File: src/rtl/ex_ls_if.sv
// Issue, result-broadcast and byte-RAM signals of the load/store execution unit.
// The slave modport is the unit; the master modport is the buffer/RAM side.
interface ex_ls_if #(
  parameter int DATA_W = 32,
  parameter int TAG_W  = 4,
  parameter int OP_W   = 6,
  parameter int MEM_AW = 17
);
  logic              ex_ls_en;
  logic [DATA_W-1:0] ex_src1;
  logic [DATA_W-1:0] ex_src2;
  logic [DATA_W-1:0] ex_reg;
  logic [OP_W-1:0]   ex_lsop;
  logic [TAG_W-1:0]  ex_dest;
  logic              ex_ls_done;
  logic              en_mem_rst;
  logic [TAG_W-1:0]  mem_rst_tag;
  logic [DATA_W-1:0] mem_rst_data;
  logic [MEM_AW-1:0] mem_a;
  logic              mem_wr;
  logic [7:0]        mem_dout;
  logic [7:0]        mem_din;

  modport master (
    output ex_ls_en, ex_src1, ex_src2, ex_reg, ex_lsop, ex_dest, mem_din,
    input  ex_ls_done, en_mem_rst, mem_rst_tag, mem_rst_data, mem_a, mem_wr, mem_dout
  );

  modport slave (
    input  ex_ls_en, ex_src1, ex_src2, ex_reg, ex_lsop, ex_dest, mem_din,
    output ex_ls_done, en_mem_rst, mem_rst_tag, mem_rst_data, mem_a, mem_wr, mem_dout
  );
endinterface

File: src/rtl/ex_ls.sv
// Load/store execution unit: one op at a time, sequenced byte-by-byte over an
// 8-bit RAM port with one-cycle read latency, result broadcast on the memory bus.
module ex_ls #(
  parameter int              DATA_W   = 32,
  parameter int              TAG_W    = 4,
  parameter int              OP_W     = 6,
  parameter int              MEM_AW   = 17,
  parameter logic [TAG_W-1:0] TAG_FREE = '0
) (
  input  logic   clk,
  input  logic   rst,
  input  logic   rdy,
  input  logic   clear,
  ex_ls_if.slave bus
);

  localparam logic [OP_W-1:0] OP_LB  = OP_W'(11);
  localparam logic [OP_W-1:0] OP_LH  = OP_W'(12);
  localparam logic [OP_W-1:0] OP_LW  = OP_W'(13);
  localparam logic [OP_W-1:0] OP_LBU = OP_W'(14);
  localparam logic [OP_W-1:0] OP_LHU = OP_W'(15);
  localparam logic [OP_W-1:0] OP_SB  = OP_W'(16);
  localparam logic [OP_W-1:0] OP_SH  = OP_W'(17);
  localparam logic [OP_W-1:0] OP_SW  = OP_W'(18);

  typedef enum logic [1:0] {IDLE = 2'd0, LOAD = 2'd1, STORE = 2'd2} state_t;

  function automatic logic [2:0] op_len(input logic [OP_W-1:0] o);
    case (o)
      OP_LB, OP_LBU, OP_SB: op_len = 3'd1;
      OP_LH, OP_LHU, OP_SH: op_len = 3'd2;
      OP_LW, OP_SW:         op_len = 3'd4;
      default:              op_len = 3'd0;
    endcase
  endfunction

  function automatic logic is_load(input logic [OP_W-1:0] o);
    is_load = (o == OP_LB) || (o == OP_LH) || (o == OP_LW) || (o == OP_LBU) || (o == OP_LHU);
  endfunction

  function automatic logic is_store(input logic [OP_W-1:0] o);
    is_store = (o == OP_SB) || (o == OP_SH) || (o == OP_SW);
  endfunction

  function automatic logic [DATA_W-1:0] merge_byte(input logic [DATA_W-1:0] word,
                                                    input logic [1:0] sel,
                                                    input logic [7:0] b);
    merge_byte = word;
    merge_byte[{sel, 3'b000} +: 8] = b;
  endfunction

  function automatic logic [DATA_W-1:0] extend(input logic [OP_W-1:0] o,
                                                input logic [DATA_W-1:0] raw);
    logic signed [7:0]  sb;
    logic signed [15:0] sh;
    sb = raw[7:0];
    sh = raw[15:0];
    case (o)
      OP_LB:   extend = DATA_W'(sb);
      OP_LH:   extend = DATA_W'(sh);
      OP_LBU:  extend = {{(DATA_W-8){1'b0}}, raw[7:0]};
      OP_LHU:  extend = {{(DATA_W-16){1'b0}}, raw[15:0]};
      default: extend = raw;
    endcase
  endfunction

  state_t             state, state_nxt;
  logic [2:0]         cnt, cnt_nxt, len;
  logic [DATA_W-1:0]  addr, sdata, ldata, ldata_mrg;
  logic [OP_W-1:0]    op;
  logic [TAG_W-1:0]   dest;
  logic               squash, start, fin_load, fin_store, cap;
  logic [7:0]         din_hold, byte_in;
  logic               hold_vld;
  logic [1:0]         bsel;
  logic               en_r;
  logic [TAG_W-1:0]   tag_r;
  logic [DATA_W-1:0]  data_r;

  assign len       = op_len(op);
  assign bsel      = 2'(cnt - 3'd1);
  // The first stall cycle still carries the read data of the last active
  // address; it is parked so the held address does not lose that byte.
  assign byte_in   = hold_vld ? din_hold : bus.mem_din;
  assign ldata_mrg = merge_byte(ldata, bsel, byte_in);
  assign cap       = (state == LOAD) && (cnt != 3'd0) && !clear;

  always_comb begin
    state_nxt = state;
    cnt_nxt   = cnt;
    start     = 1'b0;
    fin_load  = 1'b0;
    fin_store = 1'b0;
    case (state)
      IDLE: begin
        if (bus.ex_ls_en && !clear) begin
          cnt_nxt = 3'd0;
          if (is_load(bus.ex_lsop)) begin
            state_nxt = LOAD;
            start     = 1'b1;
          end else if (is_store(bus.ex_lsop)) begin
            state_nxt = STORE;
            start     = 1'b1;
          end
        end
      end
      LOAD: begin
        if (clear) begin
          state_nxt = IDLE;
          cnt_nxt   = 3'd0;
        end else if (cnt == len) begin
          state_nxt = IDLE;
          cnt_nxt   = 3'd0;
          fin_load  = 1'b1;
        end else begin
          cnt_nxt = cnt + 3'd1;
        end
      end
      STORE: begin
        // A flushed store still writes all bytes; only the completion is dropped.
        if (cnt == len - 3'd1) begin
          state_nxt = IDLE;
          cnt_nxt   = 3'd0;
          fin_store = !clear && !squash;
        end else begin
          cnt_nxt = cnt + 3'd1;
        end
      end
      default: begin
        state_nxt = IDLE;
        cnt_nxt   = 3'd0;
      end
    endcase
  end

  assign bus.ex_ls_done   = (state == IDLE) && !bus.ex_ls_en;
  assign bus.mem_a        = MEM_AW'(addr + DATA_W'(cnt));
  assign bus.mem_wr       = (state == STORE) && rdy;
  assign bus.mem_dout     = (state == STORE) ? sdata[{cnt[1:0], 3'b000} +: 8] : 8'h00;
  assign bus.en_mem_rst   = en_r;
  assign bus.mem_rst_tag  = tag_r;
  assign bus.mem_rst_data = data_r;

  always_ff @(posedge clk or posedge rst) begin
    if (rst) begin
      state    <= IDLE;
      cnt      <= 3'd0;
      addr     <= '0;
      op       <= '0;
      dest     <= '0;
      squash   <= 1'b0;
      hold_vld <= 1'b0;
      en_r     <= 1'b0;
      tag_r    <= TAG_FREE;
      data_r   <= '0;
    end else if (rdy) begin
      state    <= state_nxt;
      cnt      <= cnt_nxt;
      hold_vld <= 1'b0;
      if (start) begin
        addr   <= bus.ex_src1 + bus.ex_src2;
        op     <= bus.ex_lsop;
        dest   <= bus.ex_dest;
        squash <= 1'b0;
      end else if (state == STORE && clear) begin
        squash <= 1'b1;
      end
      en_r   <= fin_load || fin_store;
      tag_r  <= (fin_load || fin_store) ? dest : TAG_FREE;
      data_r <= fin_load ? extend(op, ldata_mrg) : '0;
    end else if (!hold_vld) begin
      hold_vld <= 1'b1;
    end
  end

  always_ff @(posedge clk) begin
    if (rdy && start) sdata <= bus.ex_reg;
    if (rdy && cap) ldata <= ldata_mrg;
    if (!rdy && !hold_vld) din_hold <= bus.mem_din;
  end

endmodule

File: src/flat_wrapper.sv
// flat-port wrapper written by rule: the top's interface ports become plain ports
module ex_ls_flat 
#(
  parameter int              DATA_W   = 32,
  parameter int              TAG_W    = 4,
  parameter int              OP_W     = 6,
  parameter int              MEM_AW   = 17,
  parameter logic [TAG_W-1:0] TAG_FREE = '0
)
  (clk, rst, rdy, clear, bus_ex_ls_en, bus_ex_src1, bus_ex_src2, bus_ex_reg, bus_ex_lsop, bus_ex_dest, bus_mem_din, bus_ex_ls_done, bus_en_mem_rst, bus_mem_rst_tag, bus_mem_rst_data, bus_mem_a, bus_mem_wr, bus_mem_dout);
  ex_ls_if #(.DATA_W(DATA_W), .TAG_W(TAG_W), .OP_W(OP_W), .MEM_AW(MEM_AW)) bus_i ();
  input  logic clk;
  input  logic rst;
  input  logic rdy;
  input  logic clear;
  input wire logic [$bits(bus_i.ex_ls_en)-1:0] bus_ex_ls_en;
  input wire logic [$bits(bus_i.ex_src1)-1:0] bus_ex_src1;
  input wire logic [$bits(bus_i.ex_src2)-1:0] bus_ex_src2;
  input wire logic [$bits(bus_i.ex_reg)-1:0] bus_ex_reg;
  input wire logic [$bits(bus_i.ex_lsop)-1:0] bus_ex_lsop;
  input wire logic [$bits(bus_i.ex_dest)-1:0] bus_ex_dest;
  input wire logic [$bits(bus_i.mem_din)-1:0] bus_mem_din;
  output wire logic [$bits(bus_i.ex_ls_done)-1:0] bus_ex_ls_done;
  output wire logic [$bits(bus_i.en_mem_rst)-1:0] bus_en_mem_rst;
  output wire logic [$bits(bus_i.mem_rst_tag)-1:0] bus_mem_rst_tag;
  output wire logic [$bits(bus_i.mem_rst_data)-1:0] bus_mem_rst_data;
  output wire logic [$bits(bus_i.mem_a)-1:0] bus_mem_a;
  output wire logic [$bits(bus_i.mem_wr)-1:0] bus_mem_wr;
  output wire logic [$bits(bus_i.mem_dout)-1:0] bus_mem_dout;
  assign bus_i.ex_ls_en = bus_ex_ls_en;
  assign bus_i.ex_src1 = bus_ex_src1;
  assign bus_i.ex_src2 = bus_ex_src2;
  assign bus_i.ex_reg = bus_ex_reg;
  assign bus_i.ex_lsop = bus_ex_lsop;
  assign bus_i.ex_dest = bus_ex_dest;
  assign bus_i.mem_din = bus_mem_din;
  assign bus_ex_ls_done = bus_i.ex_ls_done;
  assign bus_en_mem_rst = bus_i.en_mem_rst;
  assign bus_mem_rst_tag = bus_i.mem_rst_tag;
  assign bus_mem_rst_data = bus_i.mem_rst_data;
  assign bus_mem_a = bus_i.mem_a;
  assign bus_mem_wr = bus_i.mem_wr;
  assign bus_mem_dout = bus_i.mem_dout;
  ex_ls #(.DATA_W(DATA_W), .TAG_W(TAG_W), .OP_W(OP_W), .MEM_AW(MEM_AW), .TAG_FREE(TAG_FREE)) u_core (.clk(clk), .rst(rst), .rdy(rdy), .clear(clear), .bus(bus_i));
endmodule
File: config.mk
export PLATFORM = sky130hd
export DESIGN_NAME = ex_ls_flat
export DESIGN_NICKNAME = d
export VERILOG_FILES = /design/src/rtl/ex_ls_if.sv /design/src/rtl/ex_ls.sv /design/src/flat_wrapper.sv
export SDC_FILE = /design/constraint.sdc
export NUM_CORES = 1
export LEC_CHECK = 0
export BUFFER_PORTS_ARGS = -buffer_cell sky130_fd_sc_hd__buf_4
export CAP_MARGIN = 20
export CORE_UTILIZATION = 58
export DETAILED_ROUTE_END_ITERATION = 12
export PLACE_DENSITY = 0.86
export SLEW_MARGIN = 20
export SYNTH_ARGS = -nofsm -noshare
export SYNTH_HDL_FRONTEND = slang
export SYNTH_SLANG_ARGS = --single-unit
File: constraint.sdc
create_clock -name clk -period 8.4 [get_ports clk]
set_input_delay 0.42 -clock clk [delete_from_list [all_inputs] [get_ports clk]]
set_output_delay 0.42 -clock clk [all_outputs]
set_load 0.02 [all_outputs]
# Word level (Yosys, flattened, before mapping)
# Memory sizes are Yosys's and may differ from the RTL's.
# Cells that the tools add are included.
op_classes:
  n_mux: 31
  shifts: 3
  reduce_logical: 29
  n_eq_ne: 20
  add_sub_neg: 6
ops:
  columns: ["op", "count"]
  rows:
  - ["case mux 32 bit (4 select lines)", 1]
  - ["== test 6 x 4 -> 1 bit, second input constant", 9]
  - ["bitwise mux 32 bit", 1]
  - ["two-way mux 32 bit", 1]
  - ["variable shift 8 x 7 -> 32 bit, first input constant", 1]
  - ["variable part select 32 x 6 -> 8 bit", 1]
  - ["variable part select 8 x 7 -> 32 bit", 1]
  - ["== test 6 x 5 -> 1 bit, second input constant", 3]
  - ["adder 17 bit", 1]
  - ["adder 17 x 3 -> 17 bit", 1]
  - ["two-way mux 8 bit", 2]
  - ["two-way mux 3 bit", 5]
  - ["two-way mux 1 bit", 12]
  - ["two-way mux 2 bit", 6]
  - ["logical AND 1 bit", 10]
  - ["case mux 3 bit (3 select lines)", 1]
  - ["logical OR 1 bit", 7]
  - ["negation 5 -> 7 bit", 1]
  - ["== test 3 bit", 2]
  - ["case mux 2 bit (3 select lines)", 1]
  - ["AND reduction 2 bit", 3]
  - ["zero test 1 bit", 5]
  - ["AND reduction 5 bit", 1]
  - ["two-way mux 4 bit", 1]
  - ["other kinds (11)", 12]
totals:
  memories: 1
  elab_cells: 103
  out_inout_bits: 64
  romBits: 96
  ff_bits: 143
  in_bits: 119
memory_table:
  columns: ["memory", "depth", "word_bits", "read_ports", "rd_clocked_by_memory_dff", "wr", "line", "rtl"]
  rows:
  - ["(name not given)", 32, 3, 1, 0, 0, "ex_ls.sv:29", "case (o)"]

# Logic depth before layout (Yosys ltp)
depth:
  ltp_word: 10
  depth_mapped: 11
  depth_no_buf: 11

# Worst setup path after synthesis
# OpenSTA, ideal clock, no wires.
synth_timing:
  kind: "register to register"
  start: "register u_core.cnt[1]"
  end: "register u_core.ldata[0] (enable)"
  period_less_slack_ns: 3.360
  stages_incl_launch_ff: 6
  t_required_ns: 7.968
  path_buffers: 2
  setup_time_ns: 0.432
  arrival_time_ns: 2.928
  path_slack_ns: 5.040
  path_cell_list: "dfrtp_1 clkbuf_1 inv_1 ha_1 clkbuf_1 a21oi_1"
synth_via:
  elab_chain_cells: 4
synth_lines:
  columns: ["element", "line", "rtl"]
  rows:
  - ["from (decl)", "ex_ls.sv:68", "logic [2:0] cnt, cnt_nxt, len;"]
  - ["from (signal assigned)", "ex_ls.sv:158", "cnt <= cnt_nxt;"]
  - ["nonzero test 3 bit", "ex_ls.sv:86", "assign cap = (state == LOAD) && (cnt != 3'd0) && !clear;"]
  - ["logical AND 1 bit (2 in series)", "ex_ls.sv:86", null]
  - ["logical AND 1 bit", "ex_ls.sv:178", "if (rdy && cap) ldata <= ldata_mrg;"]
  - ["to (signal assigned)", "ex_ls.sv:178", null]
  - ["to (decl)", "ex_ls.sv:69", "logic [DATA_W-1:0] addr, sdata, ldata, ldata_mrg;"]
# No other way between the ends.
# A chain may end at the register's enable or synchronous reset.

# Worst setup path in the final report
layout_timing:
  start: "register u_core.cnt[0]"
  end: "register u_core.data_r[27] (netlist: u_core.bus.mem_rst_data[27])"
layout_via:
  elab_chain_cells: 6
  elab_cells_between_ends: 11
  cone_classes: "2 x add/sub; 1 x eq/ne; 2 x shift; 6 x mux"
layout_lines:
  columns: ["element", "line", "rtl"]
  rows:
  - ["subtractor 2 x 1 -> 2 bit", "ex_ls.sv:81", "assign bsel = 2'(cnt - 3'd1);"]
  - ["negation 5 -> 7 bit", "ex_ls.sv:49", "merge_byte[{sel, 3'b000} +: 8] = b;"]
  - ["variable part select 8 x 7 -> 32 bit or variable shift 8 x 7 -> 32 bit (tied branches)", "ex_ls.sv:49", null]
  - ["bitwise mux 32 bit", "ex_ls.sv:49", null]
  - ["case mux 32 bit (4 select lines)", "ex_ls.sv:58", "case (o)"]
  - ["two-way mux 32 bit *", "ex_ls.sv:170", "data_r <= fin_load ? extend(op, ldata_mrg) : '0;"]
  - ["to (signal assigned)", "ex_ls.sv:170", null]
  - ["to (decl)", "ex_ls.sv:78", "logic [DATA_W-1:0] data_r;"]
# Mark *: on every way between the ends. The rest lies on a longest branch, timed or not.

==> results.sh <==
export IMPL_status="completed"
export IMPL_final_common_cell="buf_4"
export IMPL_synth_nets=801
export IMPL_via_per_inst=5.84
export IMPL_synth_yosys_warnings=0
export IMPL_final_core_util_pct=74.3
export IMPL_synth_xor_area_share_pct=3.87
export IMPL_path_clk_slew_ns=0.06
export IMPL_area_growth_pct=25.4
export IMPL_fin_crit_sh_pct=46.0
export IMPL_ctsHoldBuffers=0
export IMPL_slew_headroom_pct=29.4
export IMPL_num_vias=5736
export IMPL_worst_setup_path_type="flip-flop to flip-flop"
export IMPL_synthMuxAreaShare_pct=3.83
export IMPL_synthSimpleGateAreaFrac_pct=10.8
export IMPL_place_gp_congestion=0.880
export IMPL_layout_drive_gt1_share_pct=27.7
export IMPL_diodes=0
export IMPL_portBuffers=152
export IMPL_dieWidth_um=115
export IMPL_max_cap_violations=0
export IMPL_dpl_hpwl_mm=12.4
export IMPL_rsz0062_at_grt="no"
export IMPL_synth_edff_count=72
export IMPL_synth_seq_cells=143
export IMPL_min_period_ns=3.86
export IMPL_initial_utilization_pct=59.2
export IMPL_cts_tree="done"
export IMPL_synth_top_area_cell="edfxtp_1"
export IMPL_synth_compound_gate_area_share_pct=18.1
export IMPL_drt_pass1_iterations=5
export IMPL_critPathCaptureType="flip-flop"
export IMPL_tightest_slew_ns=1.03
export IMPL_ant_nets=0
export IMPL_crit_fanout=19
export IMPL_grt_pass1_vias=5699
export IMPL_ioPinCount=183
export IMPL_wire_per_inst_um=17.6
export IMPL_hold_class="primary input to flip-flop"
export IMPL_core_area_mm2=0.0126
export IMPL_power_density_mw_per_mm2=265
export IMPL_wl_mm=17.3
export IMPL_p_leak_nw=4.13
export IMPL_layout_common_cells="buf_4 (157), edfxtp_1 (72), dfrtp_1 (71)"
export IMPL_setup_violations=0
export IMPL_ys_types=64
export IMPL_die_area_mm2=0.0133
export IMPL_rows=41
export IMPL_cts_max_level=4
export IMPL_grt_usage_pct=27.8
export IMPL_cp_arrival_ns=4.20
export IMPL_grt_start_max_net_pins=72
export IMPL_syn_avg_cell_area_um2=11.5
export IMPL_clkLatencyLatePin_ns=0.42
export IMPL_fin_nets=951
export IMPL_tns_ns=0
export IMPL_final_hold_viol_count=0
export IMPL_finalClockSkew_ns=0.00865
export IMPL_crit_required_ns=8.74
export IMPL_drc=0
export IMPL_ir_worst_vdd_mv=0.206
export IMPL_cts_resized=0
export IMPL_finalMaxSlewViolations=0
export IMPL_cts_buffers=17
export IMPL_synthArstFlopShare_pct=49.7
export IMPL_synth_top_family_by_area="compound AO/OA/AOI/OAI gates"
export IMPL_antenna_found_initial=0
export IMPL_crit_path_start_kind="flip-flop"
export IMPL_totalPowerFinal_mw=2.48
export IMPL_die_height_um=115
export IMPL_synth_top_area_share_pct=29.0
export IMPL_cts_setup_buffers=0
export IMPL_drt_iter0_drc=463
export IMPL_netlist_instances=647
export IMPL_grt_pass1_wl_mm=28.1
export IMPL_cts_buffer_depth=2
export IMPL_grt_overflow_total=0
export IMPL_root_buffer="clkbuf_16"
export IMPL_ys_seq_area_share_pct=52.9
export IMPL_syn_area_mm2=0.00744
export IMPL_cts_sinks=143
export IMPL_synth_fa_ha_area_share_pct=6.08
export IMPL_yosys_most_used_dff="edfxtp_1"
export IMPL_max_freq_mhz=259
export IMPL_yosys_top_cells_area="edfxtp_1 (29%), dfrtp_1 (24%), ha_1 (5.5%)"
[cells by family after synthesis]
family | Yosys count
AO/OA/AOI/OAI | 173
buffers and inverters | 80
multiplexers | 18
XOR/XNOR | 32
AND/OR/NAND/NOR | 166
adder cells (fa/ha/maj) | 35
flip-flops | 143
[power breakdown]
group | switching [mW] | leakage, nW | internal (mW)
Clock | 0.292 | 0.297 | 0.495
Sequential | 0.0921 | 1.61 | 0.835
Combinational | 0.436 | 2.23 | 0.326
Total | 0.820 | 4.13 | 1.66
[per-stage QoR]
| stage | setup slack (ns) | area (um^2) | hold slack (ns) | cells |
|---|---|---|---|---|
| 2_1_floorplan | 5.04 | 7440 | 0.452 | 647 |
| 3_3_place_gp | 4.78 | 8720 | 0.470 | 950 |
| 3_5_place_dp | 4.61 | 8720 | 0.475 | 950 |
| 4_1_cts | 4.55 | 9340 | 0.162 | 982 |
| 5_1_grt | 4.26 | 9340 | 0.153 | 982 |
| 6_report | 4.54 | 9340 | 0.175 | 982 |
[flip-flops by register name (all words and copies together) (netlist names)]
register / cells
u_core.squash: 1
u_core.bus.en_mem_rst: 1
u_core.dest: 4
u_core.state: 2
u_core.addr: 17
u_core.cnt: 3
u_core.din_hold: 8
u_core.op: 6
u_core.ldata: 32
u_core.hold_vld: 1
u_core.sdata: 32
u_core.bus.mem_rst_tag: 4
u_core.bus.mem_rst_data: 32
[worst max-delay path, cell delays in order (launching register included)]
cell and delay [ns]:
dfrtp_1 0.97, inv_1 0.29, ha_1 0.47, nand4_1 0.34, a2bb2oi_1 0.31, nor3_1 0.71
inv_1 0.13, a31o_4 0.35, o2bb2ai_1 0.19
[path summary, 6_finish.rpt]
| path | depth (start not counted) | start | end | slack, ns |
|---|---|---|---|---|
| worst max register to register | 8 | u_core.cnt[0]$_DFFE_PP0P_ | u_core.bus.mem_rst_data[27]$_DFFE_PP0P_ | 4.54 |
| worst min register to register | 1 | u_core.bus.mem_rst_data[30]$_DFFE_PP0P_ | u_core.bus.mem_rst_data[30]$_DFFE_PP0P_ | 0.48 |
| worst min-delay path | 1 | bus_ex_reg[3] | u_core.sdata[3]$_DFFE_PP_ | 0.17 |
| min in group asynchronous | 3 | rst | u_core.bus.mem_rst_data[12]$_DFFE_PP0P_ | 0.28 |
| worst max-delay path | 8 | u_core.cnt[0]$_DFFE_PP0P_ | u_core.bus.mem_rst_data[27]$_DFFE_PP0P_ | 4.54 |
| max in group asynchronous | 3 | rst | u_core.bus.mem_rst_data[2]$_DFFE_PP0P_ | 7.52 |
[synth_stat cells (4+ instances only)]
master and n:
nand4_1 9, o2bb2ai_1 22, o21ai_0 25, and2_1 12, nand2_1 65, o22ai_1 28
xor2_1 8, nand3_1 13, mux4_2 8, or2_2 8, inv_1 52, a21o_1 9
o2bb2ai_2 9, dfrtp_1 71, clkbuf_1 18, a32o_1 7, ha_1 33, and3_1 5
nand2b_1 6, a2bb2oi_1 4, buf_1 4, o211ai_1 5, mux2i_1 9, a21oi_1 26
edfxtp_1 72, o21a_1 5, o221ai_1 6, nor2_1 30, xnor2_1 23
[routing by layer]
layer / GRT usage [%] / up-vias / routed length (um)
met3: 6.96 / 29 / 972
met4: 11.1 / 0 / 369
met1: 33.6 / 2778 / 6980
met2: 47.9 / 238 / 8990
met5: 0 / - / 0
li1: - / 2691 / -
[final cells by class]
| type | instances | area (um^2) |
|---|---|---|
| Sequential cell | 143 | 3940 |
| Fill cell | 839 | 3230 |
| Multi-Input combinational cell | 424 | 3180 |
| Timing Repair Buffer | 157 | 1180 |
| Clock buffer | 17 | 425 |
| Tap cell | 172 | 215 |
| Inverter | 54 | 203 |
| Clock inverter | 15 | 193 |
No activity file was read; power rests on OpenSTA's default activity.
